--- src/rtl/mmsa_seq_ctrl.sv ---
// mmsa_seq_ctrl -- job sequencer for the matrix-multiply systolic array.
//
// Takes one job (size code plus input/weight matrix indices) and runs it.
// First it streams N weight rows out of the weight SRAM into the array.
// Then it streams N input rows out of the input SRAM into the array.
// It waits for the array pipeline to drain.
// Finally it hands the 2N-1 diagonal sums to the output serializer, one at a time.
//
// Ports
//   clk, rst_n            clock, asynchronous active-low reset
//   start                 one-cycle job request (ignored unless idle)
//   matrix_size           size code: N = 2 << matrix_size
//   i_mat_idx, w_mat_idx  input / weight matrix index
//   busy, done            job in progress / one-cycle end-of-job pulse
//   w_rd, w_addr          weight SRAM read, address {w_idx, row}
//   i_rd, i_addr          input SRAM read, address {i_idx, row}
//   w_load_en, w_load_row array latches weight row (SRAM_LAT after w_rd)
//   i_feed_en, i_feed_row array accepts input row (SRAM_LAT after i_rd)
//   acc_clr               one-cycle accumulator clear at job start
//   out_start, out_sel    serializer request and diagonal index
//   out_done              serializer finished the current value
module mmsa_seq_ctrl #(
    parameter int unsigned MAX_N      = 16,
    parameter int unsigned SRAM_LAT   = 1,
    parameter int unsigned PIPE_EXTRA = 1,
    localparam int unsigned IW = $clog2(MAX_N),
    localparam int unsigned SW = $clog2(2 * MAX_N - 1)
) (
    input  logic            clk,
    input  logic            rst_n,
    input  logic            start,
    input  logic [1:0]      matrix_size,
    input  logic [IW-1:0]   i_mat_idx,
    input  logic [IW-1:0]   w_mat_idx,
    output logic            busy,
    output logic            done,
    output logic            w_rd,
    output logic [2*IW-1:0] w_addr,
    output logic            i_rd,
    output logic [2*IW-1:0] i_addr,
    output logic            w_load_en,
    output logic [IW-1:0]   w_load_row,
    output logic            i_feed_en,
    output logic [IW-1:0]   i_feed_row,
    output logic            acc_clr,
    output logic            out_start,
    output logic [SW-1:0]   out_sel,
    input  logic            out_done
);

    localparam int unsigned CW = $clog2(2 * MAX_N + PIPE_EXTRA + SRAM_LAT);

    typedef enum logic [2:0] {
        S_IDLE,
        S_LOAD_W,
        S_FEED,
        S_DRAIN,
        S_OUT_PULSE,
        S_OUT_WAIT,
        S_FIN
    } state_t;

    state_t        state, state_nxt;
    logic [CW-1:0] cnt, cnt_nxt;
    logic [SW-1:0] diag, diag_nxt;
    logic [IW-1:0] n_m1, w_idx, i_idx;
    logic [IW-1:0] row;
    logic [CW-1:0] n_m1_w, drain_last;
    logic [SW-1:0] diag_last;

    assign row        = cnt[IW-1:0];
    assign n_m1_w     = CW'(n_m1);
    // DRAIN lasts 2N-1+PIPE_EXTRA+SRAM_LAT cycles; the counter runs from 0
    // up to and including drain_last.
    assign drain_last = (n_m1_w << 1) + CW'(PIPE_EXTRA + SRAM_LAT);
    assign diag_last  = SW'(n_m1) << 1;

    always_ff @(posedge clk or negedge rst_n) begin
        if (!rst_n) begin
            state <= S_IDLE;
            cnt   <= '0;
            diag  <= '0;
            n_m1  <= '0;
            w_idx <= '0;
            i_idx <= '0;
        end else begin
            state <= state_nxt;
            cnt   <= cnt_nxt;
            diag  <= diag_nxt;
            if (state == S_IDLE && start) begin
                n_m1  <= IW'((2 << matrix_size) - 1);
                w_idx <= w_mat_idx;
                i_idx <= i_mat_idx;
            end
        end
    end

    always_comb begin
        state_nxt = state;
        cnt_nxt   = cnt;
        diag_nxt  = diag;
        busy      = 1'b0;
        done      = 1'b0;
        w_rd      = 1'b0;
        w_addr    = '0;
        i_rd      = 1'b0;
        i_addr    = '0;
        acc_clr   = 1'b0;
        out_start = 1'b0;
        out_sel   = '0;
        case (state)
            S_IDLE: begin
                if (start) begin
                    state_nxt = S_LOAD_W;
                    cnt_nxt   = '0;
                    diag_nxt  = '0;
                end
            end
            S_LOAD_W: begin
                busy    = 1'b1;
                w_rd    = 1'b1;
                w_addr  = {w_idx, row};
                acc_clr = (cnt == '0);
                if (cnt == n_m1_w) begin
                    state_nxt = S_FEED;
                    cnt_nxt   = '0;
                end else begin
                    cnt_nxt = cnt + CW'(1);
                end
            end
            S_FEED: begin
                busy   = 1'b1;
                i_rd   = 1'b1;
                i_addr = {i_idx, row};
                if (cnt == n_m1_w) begin
                    state_nxt = S_DRAIN;
                    cnt_nxt   = '0;
                end else begin
                    cnt_nxt = cnt + CW'(1);
                end
            end
            S_DRAIN: begin
                busy = 1'b1;
                if (cnt == drain_last) begin
                    state_nxt = S_OUT_PULSE;
                    cnt_nxt   = '0;
                    diag_nxt  = '0;
                end else begin
                    cnt_nxt = cnt + CW'(1);
                end
            end
            S_OUT_PULSE: begin
                // out_done during the request cycle is deliberately not looked at
                busy      = 1'b1;
                out_start = 1'b1;
                out_sel   = diag;
                state_nxt = S_OUT_WAIT;
            end
            S_OUT_WAIT: begin
                busy    = 1'b1;
                out_sel = diag;
                if (out_done) begin
                    if (diag == diag_last) begin
                        state_nxt = S_FIN;
                    end else begin
                        diag_nxt  = diag + SW'(1);
                        state_nxt = S_OUT_PULSE;
                    end
                end
            end
            S_FIN: begin
                done      = 1'b1;
                diag_nxt  = '0;
                state_nxt = S_IDLE;
            end
            default: begin
                state_nxt = S_IDLE;
            end
        endcase
    end

    // SRAM read-latency alignment: shift registers carry the read strobe and
    // row index forward so the array sees them exactly SRAM_LAT cycles later.
    // The weight tail runs on into FEED, and the input tail runs on into DRAIN.
    logic [SRAM_LAT-1:0]    w_en_q, i_en_q;
    logic [SRAM_LAT*IW-1:0] w_row_q, i_row_q;

    always_ff @(posedge clk or negedge rst_n) begin
        if (!rst_n) begin
            w_en_q  <= '0;
            i_en_q  <= '0;
            w_row_q <= '0;
            i_row_q <= '0;
        end else begin
            w_en_q  <= SRAM_LAT'({w_en_q, w_rd});
            i_en_q  <= SRAM_LAT'({i_en_q, i_rd});
            w_row_q <= (SRAM_LAT*IW)'({w_row_q, (w_rd ? row : {IW{1'b0}})});
            i_row_q <= (SRAM_LAT*IW)'({i_row_q, (i_rd ? row : {IW{1'b0}})});
        end
    end

    assign w_load_en  = w_en_q[SRAM_LAT-1];
    assign i_feed_en  = i_en_q[SRAM_LAT-1];
    assign w_load_row = w_row_q[SRAM_LAT*IW-1 -: IW];
    assign i_feed_row = i_row_q[SRAM_LAT*IW-1 -: IW];

endmodule

--- config.mk ---
export PLATFORM = sky130hd
export DESIGN_NAME = mmsa_seq_ctrl
export DESIGN_NICKNAME = d
export VERILOG_FILES = /design/src/rtl/mmsa_seq_ctrl.sv
export SDC_FILE = /design/constraint.sdc
export NUM_CORES = 1
export LEC_CHECK = 0
export BUFFER_PORTS_ARGS = -buffer_cell sky130_fd_sc_hd__buf_2
export CAP_MARGIN = 20
export CORE_MARGIN = 4
export CORE_UTILIZATION = 56
export CTS_CLUSTER_DIAMETER = 40
export DETAILED_ROUTE_END_ITERATION = 8
export PLACE_DENSITY_LB_ADDON = 0.2
export SYNTH_ARGS = -nofsm -noshare
export SYNTH_HDL_FRONTEND = slang
export SYNTH_SLANG_ARGS = --single-unit
--- constraint.sdc ---
create_clock -name clk -period 4.4 [get_ports clk]
set_clock_uncertainty 0.15 [all_clocks]
set_input_delay 0.44 -clock clk [delete_from_list [all_inputs] [get_ports clk]]
set_output_delay 0.44 -clock clk [all_outputs]
set_load 0.02 [all_outputs]
# Yosys cells after proc, flatten, opt, wreduce, memory -nomap -nowiden

Cells that the tools add are included.

Bits in registers: 36
Input port bits: 14
Output and inout port bits: 37

Add/sub/neg operators: 4
Eq/ne operators: 15
Shifts and indexed selects: 1
Muxes and demuxes: 27
Reduce and logical (&&, ||, !) cells: 11

Operator list:

| kind                                                                   | number |
|---|---|
| 5-bit 2-to-1 mux                                                       | 5 |
| 5-bit case mux with 4 select lines                                     | 1 |
| 6-bit 2-to-1 mux                                                       | 3 |
| 3-bit case mux with 6 select lines                                     | 1 |
| 6-bit case mux with 3 select lines                                     | 1 |
| 8-bit 2-to-1 mux                                                       | 2 |
| 3-bit 2-to-1 mux                                                       | 5 |
| 2-bit inequality test (second input constant)                          | 6 |
| 5-bit AND reduction                                                    | 2 |
| 3-bit equality test (second input constant)                            | 3 |
| 4-bit 2-to-1 mux                                                       | 2 |
| 5-bit by 2-bit adder with 6-bit output (second input constant)         | 1 |
| 6-bit by 1-bit adder with 6-bit output (second input constant)         | 1 |
| 3-bit by 2-bit equality test with 1-bit output (second input constant) | 2 |
| 6-bit by 4-bit equality test with 1-bit output                         | 1 |
| 6-bit equality test                                                    | 1 |
| 6-bit zero test                                                        | 1 |
| 1-bit 2-to-1 mux                                                       | 6 |
| 5-bit by 1-bit adder with 5-bit output (second input constant)         | 1 |
| 5-bit equality test                                                    | 1 |
| 5-bit OR reduction                                                     | 1 |
| 4-bit nonzero test                                                     | 1 |
| 2-bit OR reduction                                                     | 2 |
| 2-bit by 2-bit << shifter with 4-bit output (first input constant)     | 1 |
| other kinds (7)                                                        | 7 |

# Logic depth before layout (Yosys ltp)

Gate-level depths: netlist of run 1.

Depth after elaboration: 4
Mapped depth: 8
Depth with buffers taken out: 7

# Worst setup path after synthesis of run 1

OpenSTA, ideal clock, no wires.

Kind: reg2reg
Start point: reg n_m1[0]
End point: reg diag[4]
Library setup time: 0.066 ns
Arrival time: 2.091 ns
Data required time: 4.184 ns
Slack: 2.094 ns
Stages on the path, launching flop included: 9
Clock period less this slack: 2.306 ns
Path through: dfrtp_1 > ha_1 > o21ba_1 > a221oi_2 > o211ai_1 > and2_4 > buf_6 > or4_1 > nand2_1

Longest elaborated chain between the ends: 4

RTL lines:

| item                                     | RTL line | text |
|---|---|---|
| from (decl)                              | 66       | `logic [IW-1:0] n_m1, w_idx, i_idx;` |
| from (signal assigned)                   | 91       | `n_m1 <= IW'((2 << matrix_size) - 1);` |
| 5-bit by 2-bit adder with 6-bit output   | 75       | `assign drain_last = (n_m1_w << 1) + CW'(PIPE_EXTRA + SRAM_LAT);` |
| 6-bit equality test                      | 144      | `if (cnt == drain_last) begin` |
| 2-bit inequality test (no source line)   | --       |  |
| 5-bit AND reduction (no source line) (*) | --       |  |
| to (signal assigned)                     | 89       | `diag <= diag_nxt;` |
| to (decl)                                | 65       | `logic [SW-1:0] diag, diag_nxt;` |

Mark *: on every way between the ends. The rest lies on a longest branch, timed or not.
A chain may end at the register's enable or synchronous reset.

# Worst setup path after layout of run 1

Start point: reg n_m1[0]
End point: reg state[0]

Longest elaborated chain between the ends: 4

RTL lines:

| item                                     | RTL line | text |
|---|---|---|
| 5-bit by 2-bit adder with 6-bit output   | 75       |  |
| 6-bit equality test                      | 144      |  |
| 2-bit inequality test (no source line)   | --       |  |
| 5-bit AND reduction (no source line) (*) | --       |  |
| to (signal assigned)                     | 87       | `state <= state_nxt;` |
| to (decl)                                | 63       | `state_t state, state_nxt;` |

Marked as above.

==> results of run 1 <==
==> stage by stage <==
stage / util, % / worst slack [ps] / hold slack (ps) / area, µm² / cells
floorplan: - / 2094 / -5.591 / 1954 / 194
global placement: 65.40 / 1706 / 313.6 / 2200 / 277
detailed placement: 65.40 / 1630 / 320.8 / 2200 / 277
CTS: 67.67 / 1612 / 33.57 / 2276 / 285
global route: 67.67 / 1431 / 72.03 / 2276 / 285
finish: 67.67 / 1602 / 19.78 / 2276 / 285
==> worst paths after layout <==
| check | end | slack (ps) | depth (start not counted) |
|---|---|---|---|
| worst max-delay path | state[0]$_DFFE_PN0P_ | 1600 | 7 |
| worst min-delay path | n_m1[3]$_DFFE_PN0P_ | 20 | 1 |
| worst max register to register | state[0]$_DFFE_PN0P_ | 1600 | 7 |
| worst min register to register | w_idx[0]$_DFFE_PN0P_ | 350 | 1 |
| max in group asynchronous | cnt[4]$_DFFE_PN0P_ | 3590 | 1 |
| min in group clk | state[2]$_DFFE_PN0P_ | 170 | 2 |
==> cells by family (layout without fill, tap and decap cells) <==
logic type	after synthesis	in the layout	synth area share, %
mux	10	10	5.762
fa+ha+maj	4	4	2.561
simple gates	73	73	22.34
buf+inv	22	67	5.314
flops	36	36	46.09
compound gates	34	34	11.20
xor+xnor	15	15	6.722
==> registers in the layout (all words and copies together) (netlist names) <==
register and flops:
w_idx 4, w_load_en 1, w_load_row 4, i_feed_en 1
i_idx 4, diag 5, cnt 6, i_feed_row 4
n_m1 4, state 3
==> cells in the mapped netlist, types with 2 or more instances <==
cell type and n:
ha_1 4, xor2_1 5, or4_1 2, xnor2_1 10
o21ai_0 10, nor3_1 6, nor2_1 10, dfrtp_1 36
o31ai_1 3, o22ai_1 2, buf_2 5, inv_1 7
o211ai_1 2, a21oi_1 6, nand2_1 4, or3_1 2
nand4_1 3, nand3_1 8, buf_6 2, a31oi_1 3
a21o_1 2, and2_1 21, mux2_2 9, nor3b_1 5
clkbuf_1 8
==> routing by layer <==
| metal | share of wire (%) | wire [µm] | track usage, % | up-vias |
|---|---|---|---|---|
| met5 | 0 | 0 | 0 | - |
| li1 | - | - | - | 769 |
| met1 | 42 | 1657 | 23.72 | 752 |
| met4 | 1.9 | 74 | 9.367 | 0 |
| met2 | 50 | 1970 | 32.39 | 48 |
| met3 | 6.2 | 243 | 5.902 | 9 |
==> power by group <==
part	switching [W]	internal [W]	total, W
clock	0.000105	0.000119	0.000224
combinational	0.000397	0.000307	0.000704
sequential	0.000142	0.000433	0.000575
==> area by class of cell <==
cell class                 count  area (µm²)
clock buffer                   6       41.29
clock inverter                 2       35.03
fill                         293        1087
inverter                       7       26.28
multi-input combinational    136       949.7
sequential                    36       900.9
tap                           46       57.56
timing repair buffer          52       265.3
==> impl_results.md, run 1 <==
- Data arrival, critical path: 2880 ps
- Die height: 67.08 µm
- Total nets after synthesis: 212
- Root Buffer: clkbuf_4
- CP Cell Sequence: ha_1 > o21ba_1 > a221oi_2 > o211ai_1 > a21oi_1 > o21ai_1 > mux2_2
- DRC: 0
- Detailed Route WL: just under 4000 µm
- CP Data Required Time: 4490 ps
- Syn Std Cell Area: about 0.0020 mm²
- IO Pins: 51
- Hold Crit Class: in -> async
- Maxcap violations: 0
- Final ANT Viol Nets: 0
- Critical Path Source Type: flip-flop
- Number of setup buffers added after CTS: 0
- DR iter-0 viols: 96
- Grt ovf: 0
- Port bufs: 50
- Leakage: 1.123 nW
- Most frequent cells in the layout: 50 x buf_2, 36 x dfrtp_1, 21 x and2_1
- CTS sink cnt: 36
- PnR Total Power: 0.001504 W
- RSZ-0062 raised after global routing: false
- Full die area: 0.004499 mm²
- Drt wl/cell: 13.84 µm
- Post-synth top area cell: dfrtp_1
- Post-synth cell types: 44
- Final setup viols: 0
- Total Neg Setup Slack: 0 ps
- Area contributors post-synth: dfrtp_1 46%, and2_1 6.7%, mux2_2 5.2%
- WS Path Type: reg -> reg
- Critical path startpoint: n_m1[0]$_DFFE_PN0P_
- Worst Path Buf+Inv: 0
- First-pass GRT wire length: between 6000 and 7000 µm
- Final HPWL DP: 2858 µm
- Count of pins over their slew limit: 0
- Post-route clock period utilization: 63.60%
- Initial Utilization: 58.11%
- Final Hold Fails: 0
- RD Place Congestion: 0.7892
- Pre-antenna DRT Iters: 4
- Peak Freq: 357.4 MHz
- Vias in the first global route: ~1500
- Largest stage delay, worst path: between 600 and 700 ps
- Worst r2r src: n_m1[0]$_DFFE_PN0P_
- Slew @ Worst Pin: 775.0 ps
- Yosys reg bits: 36
- Vias per cell: 5.537
- Post_cts resized: 0
- Async SR Flop Fraction: 100.0%
- # hold bufs at CTS: 0
- Routed via count: 1578
- Post-synthesis cell count: 194
- CP Capture Type: flip-flop
- Maximum root-to-sink buffer count: 2
- Share of the synthesized area in the top cell type: 46.09%
- Placeable Area: 0.003363 mm²
- Share of post-route cells with drive strength above 1: 30.96%
- Clock Latency Late Sink: 340 ps
- Most common cell after layout, fill and taps aside: buf_2
- Cell Pwr Density: 660.7 mW/mm²
- H-tree depth: 2
- CP top delay family: compound AO/OA/AOI/OAI gates
- VDD IR max: roughly 0.30 mV
- Slew HR: around 48%
- Row count: 21
- Post-Syn Area per Cell: 10.07 µm²
- CTS Buf Count: 5
- Diodes inserted: 0
- Initial antenna violation count: 0
- Yosys warns: 0
- Post-route minimum period: 2798 ps
- CP max-delay cell: a21oi_1
- Synth-to-layout area growth: 16.45%
- CTS tree: yes
- EDFF count, synth: 0
- Sequential share of the synthesized area: 46.09%
- CP max FO: 11
- GRT Util Overall: 19.85%
- Final nets: roughly 260
- Status: finished, final reports clean
- Die W: 67.08 µm
- Commonest register cell after synthesis: dfrtp_1
- Clock transition at path regs: 110 ps
- Largest net degree at the start of global routing: 37
Power figures use the tool's default switching activity.
==> inputs of run 2 (changes only) <==
Settings changed: CORE_UTILIZATION 56 to 47.
Clock period 4.4 ns to 2.45 ns, I/O delays scaled along.
==> run 2 against run 1 <==
  * Clock-buffer cell count stayed put
  * Clock power is 130% higher
  * Non-clock buffer count is 10 higher
  * Wire length is 7.7% higher
  * Critical path depth stayed put
  * Register-to-register slack worse by 1400 ps
  * Sequential share of layout area is 1.9 points lower
  * Sequential power is 71% higher
  * Hold slack better by 8.7 ps
  * Worst setup slack worse by 1400 ps
  * Highest routed layer unchanged
==> impl_results.md, run 2 (synthesis gave the netlist of run 1 again) <==
- Clock transition at path regs: 70 ps (-40 ps)
- Synth-to-layout area growth: 22.28%
- # hold bufs at CTS: 1 (+1)
- Peak Freq: 452.0 MHz (+26%)
- Final ANT Viol Nets: 0 (unchanged)
- IO Pins: 51 (unchanged)
- Detailed Route WL: 4249 µm (+7.7%)
- Full die area: 0.005254 mm² (+17%)
- First-pass GRT wire length: 7314 µm (+9.0%)
- CTS Buf Count: 5 (unchanged)
- DR iter-0 viols: 59 (-39%)
- Root Buffer: clkbuf_8
- Max reg flops: 6 (unchanged)
- Drt wl/cell: 14.21 µm (+2.7%)
- WS Path Type: reg -> reg
- Pre-antenna DRT Iters: 4 (unchanged)
- Port bufs: 50 (unchanged)
- Row count: 23 (+9.5%)
- Initial antenna violation count: 0 (unchanged)
- Post-layout util: 59.74% (-7.9 points)
- Leakage: 1.184 nW (+5.4%)
- RSZ-0062 raised after global routing: false
- Status: finished, final reports clean
- H-tree depth: 2 (unchanged)
- CTS tree: yes
- Top flop regs: cnt (6), diag (5)
- PnR Total Power: 0.002907 W (+93%)
- GRT Util Overall: 18.02% (-1.8 points)
- Final nets: 266 (+3.9%)
- CTS sink cnt: 36 (unchanged)
- Filler instances: 366 (+25%)
- Most common cell after layout, fill and taps aside: buf_2
- CP Capture Type: flip-flop
- Placeable Area: 0.004000 mm² (+19%)
- Critical Path Source Type: flip-flop
- Total Neg Setup Slack: 0 ps (unchanged)
- Initial Utilization: 48.86% (-9.3 points)
- Count of pins over their slew limit: 0 (unchanged)
- Vias in the first global route: 1522 (+3.8%)
- Slew @ Worst Pin: 800.0 ps (+25.07 ps)
- Final HPWL DP: 3105 µm (+8.7%)
- Post-route minimum period: 2212 ps (-586.0 ps)
- Data arrival, critical path: 2290 ps (-590 ps)
- Maximum root-to-sink buffer count: 2 (unchanged)
- Post-route clock period utilization: 90.30% (+27 points)
- RD Place Congestion: 0.7158 (-9.3%)
- Clock Latency Late Sink: 290 ps (-50 ps)
- Final Hold Fails: 0 (unchanged)
- Cell Pwr Density: 1216 mW/mm² (+84%)
- Most frequent cells in the layout: 50 x buf_2, 36 x dfrtp_1, 21 x and2_1
- Largest net degree at the start of global routing: 37 (unchanged)
- Slew HR: 46.66% (-1.7 points)
- VDD IR max: 0.5876 mV (+93%)
- Maxcap violations: 0 (unchanged)
- Vias per cell: 5.247 (-5.2%)
- CP max FO: 8 (-3)
- Routed via count: 1569 (-0.57%)
- Share of post-route cells with drive strength above 1: 33.33% (+2.4 points)
- Hold Crit Class: in -> reg
- Final setup viols: 0 (unchanged)
- Die W: 72.49 µm (+8.1%)
- Post_cts resized: 0 (unchanged)
- DRC: 0 (unchanged)
- Number of setup buffers added after CTS: 0 (unchanged)
- CP Data Required Time: 2530 ps (-1960 ps)
- Diodes inserted: 0 (unchanged)
- Grt ovf: 0 (unchanged)
- Die height: 72.49 µm (+8.1%)
- Most flops, register: cnt
-- run 2: power breakdown --
group / total (W) / leakage, nW / internal [W] / switching [W]
clock network: 0.000514 / 0.0552 / 0.000302 / 0.000212
logic: 0.00141 / 0.668 / 0.000629 / 0.000781
registers: 0.000983 / 0.461 / 0.000780 / 0.000202
total: 0.00291 / 1.18 / 0.00171 / 0.00120
-- run 2: worst paths after layout --
check                                  endpoint            startpoint  slack [ps]  cells after the start
min in group asynchronous  i_idx[1]$_DFFE_PN0P_                 rst_n         430                      2
max in group asynchronous   n_m1[0]$_DFFE_PN0P_                 rst_n        1220                      2
hold reg to reg            w_idx[0]$_DFFE_PN0P_  w_idx[0]$_DFFE_PN0P_         340                      1
hold / removal             w_idx[0]$_DFFE_PN0P_          w_mat_idx[0]          30                      2
setup / recovery            diag[4]$_DFFE_PN0P_   n_m1[0]$_DFFE_PN0P_         240                      7
setup reg to reg            diag[4]$_DFFE_PN0P_   n_m1[0]$_DFFE_PN0P_         240                      7
-- run 2: layout make-up --
class | instances | area [µm²] | area share (%)
Sequential cell | 36 | 900.9 | 37.70
Timing Repair Buffer | 62 | 342.8 | 14.35
Tap cell | 50 | 62.56 | 2.618
Multi-Input combinational cell | 136 | 949.7 | 39.74
Clock buffer | 6 | 72.57 | 3.037
Clock inverter | 2 | 35.03 | 1.466
Inverter | 7 | 26.28 | 1.099
-- run 2: metrics by stage --
stage	setup WS, ps	instance area [µm²]	hold WS (ps)	instances
after global routing	136.4	2390	26.73	299
after CTS	221.0	2390	21.47	299
after detailed placement	237.8	2272	229.0	290
after floorplan	143.5	1954	-200.6	194
after global placement	262.9	2272	230.2	290
final	237.7	2390	28.46	299
-- run 2: worst max-delay path: stages, from the launching register on --
cell and delay, ps:
dfrtp_1 380, ha_1 250, o21ba_1 210, a221oi_2 250
o211ai_1 130, and2_4 210, or4_1 510, nand2_1 70
-- run 2: layer usage --
layer	global-route usage [%]	part of all wire, %
met1	22.85	43
met2	30.43	50
met3	4.294	5.0
met4	5.533	1.4
met5	0	0
==> inputs of run 3 (changes only) <==
Settings changed: CORE_UTILIZATION 47 to 46.
==> run 3 against run 2 <==
  * First-iteration DRC count grew to 2.6 times the previous value
  * Die area is 1.9% higher
  * Clock-buffer cell count is 1 lower
  * Critical path depth stayed put
  * Sequential share of layout area is 0.059 points higher
  * Critical endpoint unchanged
  * Largest cell class unchanged
==> impl_results.md, run 3 (synthesis gave the netlist of run 1 again) <==
- Final ANT Viol Nets: 0 (unchanged)
- Pre-antenna DRT Iters: 4 (unchanged)
- Share of post-route cells with drive strength above 1: 33.47% (+0.13 points)
- Routed via count: 1534 (-2.2%)
- Initial antenna violation count: 0 (unchanged)
- RD Place Congestion: 0.7620 (+6.5%)
- Diodes inserted: 0 (unchanged)
- VDD IR max: 0.6309 mV (+7.4%)
- CP Capture Type: flip-flop
- Root Buffer: clkbuf_8
- Die height: 73.18 µm (+0.96%)
- Final setup viols: 0 (unchanged)
- Grt ovf: 0 (unchanged)
- Synth-to-layout area growth: 22.09%
- WS Path Type: reg -> reg
- GRT Util Overall: 17.12% (-0.89 points)
- Hold Crit Class: in -> reg
- Slew HR: 46.35% (-0.31 points)
- CP max FO: 8 (unchanged)
- Data arrival, critical path: 2330 ps (+40 ps)
- Multi-input gate area: 949.7 µm² (unchanged)
- Max reg flops: 6 (unchanged)
- Peak Freq: 446.4 MHz (-1.3%)
- CTS sink cnt: 36 (unchanged)
- Post-Layout Cell Count: 298 (-0.33%)
- Full die area: 0.005355 mm² (+1.9%)
- Post-layout util: 58.80% (-0.94 points)
- Largest net degree at the start of global routing: 37 (unchanged)
- Critical Path Source Type: flip-flop
- Die W: 73.18 µm (+0.96%)
- Port bufs: 50 (unchanged)
- # placed instances: 289 (-0.34%)
- Post_cts resized: 0 (unchanged)
- Final nets: 265 (-0.38%)
- Drt wl/cell: 13.67 µm (-3.8%)
- Clock transition at path regs: 80 ps (about the same)
- Vias in the first global route: 1452 (-4.6%)
- DR iter-0 viols: 152 (+160%)
- Cell Pwr Density: 1215 mW/mm² (-0.11%)
- Final HPWL DP: 2927 µm (-5.7%)
- Clock Latency Late Sink: 290 ps (about the same)
- Final Hold Fails: 0 (unchanged)
- First-pass GRT wire length: 6934 µm (-5.2%)
- Count of pins over their slew limit: 0 (unchanged)
- Most common cell after layout, fill and taps aside: buf_2
- Placeable Area: 0.004058 mm² (+1.4%)
- Initial Utilization: 48.17% (-0.69 points)
- CTS Buf Count: 5 (unchanged)
- Row count: 23 (unchanged)
- Top flop regs: cnt (6), diag (5)
- Reg area: 900.9 µm² (unchanged)
- CP Data Required Time: 2540 ps (about the same)
- CTS tree: yes
- Post-route clock period utilization: 91.44% (+1.1 points)
- Status: finished, final reports clean
- Pre-CTS setup slack: 230.6 ps (-7.184 ps)
- Maxcap violations: 0 (unchanged)
- Leakage: 1.179 nW (-0.48%)
- Detailed Route WL: 4075 µm (-4.1%)
- Slew @ Worst Pin: 804.7 ps (+4.659 ps)
- Vias per cell: 5.148 (-1.9%)
- Most flops, register: cnt
- Post-route minimum period: 2240 ps (+28.08 ps)
- RSZ-0062 raised after global routing: false
- H-tree depth: 2 (unchanged)
- Most frequent cells in the layout: 50 x buf_2, 36 x dfrtp_1, 21 x and2_1
- Maximum root-to-sink buffer count: 2 (unchanged)
- DRC: 0 (unchanged)
- Worst setup margin: 209.6 ps (-28.08 ps)
- Total Neg Setup Slack: 0 ps (unchanged)
- IO Pins: 51 (unchanged)
- Filler instances: 352 (-3.8%)
==> run 3: cell count changes in the layout (fill, tap and decap cells not counted) <==
| cell | previous run | this run |
|---|---|---|
| clkbuf_1 | 1 | 0 |
| buf_4 | 11 | 10 |
| clkinvlp_4 | 0 | 1 |
==> run 3: area by class of cell <==
class | count | area share (%)
clock inverters | 3 | 1.783
flip-flops and latches | 36 | 37.76
clock buffers | 5 | 2.884
repair buffers | 61 | 14.05
multi-input cells | 136 | 39.80
well taps | 50 | 2.622
inverters | 7 | 1.101
==> run 3: metal layers <==
metal / part of all wire [%] / track usage [%] / up-vias
met3: 5.4 / 4.683 / 5
met5: 0 / 0 / -
met2: 45 / 26.42 / 35
met1: 47 / 22.75 / 708
met4: 1.7 / 6.762 / 0
li1: - / - / 786
==> run 3: path summary, 6_finish.rpt <==
path / start / to / slack (ps) / depth (start not counted)
max: n_m1[0]$_DFFE_PN0P_ / diag[4]$_DFFE_PN0P_ / 210 / 7
min reg2reg: w_idx[0]$_DFFE_PN0P_ / w_idx[0]$_DFFE_PN0P_ / 340 / 1
max in group asynchronous: rst_n / i_feed_row[2]$_DFF_PN0_ / 1210 / 2
min: w_mat_idx[0] / w_idx[0]$_DFFE_PN0P_ / 20 / 2
max reg2reg: n_m1[0]$_DFFE_PN0P_ / diag[4]$_DFFE_PN0P_ / 210 / 7
min in group asynchronous: rst_n / i_feed_en$_DFF_PN0_ / 420 / 2
==> run 3: power breakdown <==
part / switching (W) / total, W / leakage (nW) / internal, W
Sequential: 0.000207 / 0.000986 / 0.461 / 0.000780
Clock: 0.000228 / 0.000529 / 0.0541 / 0.000301
Combinational: 0.000765 / 0.00138 / 0.664 / 0.000619
Total: 0.00120 / 0.00290 / 1.18 / 0.00170
==> run 3: timing repair <==
action,CTS,global route
endpoints found under the setup margin,0,0
endpoints found under the hold margin,36,0
hold buffers,1,0
setup buffers,0,0
==> run 3: worst max-delay path, cell delays in order, from the launching register on <==
cell	delay (ps)
dfrtp_1	380
ha_1	250
o21ba_1	220
a221oi_2	270
o211ai_1	130
and2_4	210
or4_1	510
nand2_1	70
==> run 3: per-stage QoR <==
| step | area (µm²) | hold WS, ps | power [W] |
|---|---|---|---|
| after floorplan | 1954 | -200.6 | 0.002022 |
| after global placement | 2265 | 234.8 | 0.002365 |
| after detailed placement | 2265 | 233.2 | 0.002396 |
| after CTS | 2386 | 12.96 | 0.002931 |
| after global routing | 2386 | 15.78 | 0.003138 |
| final | 2386 | 19.16 | 0.002899 |
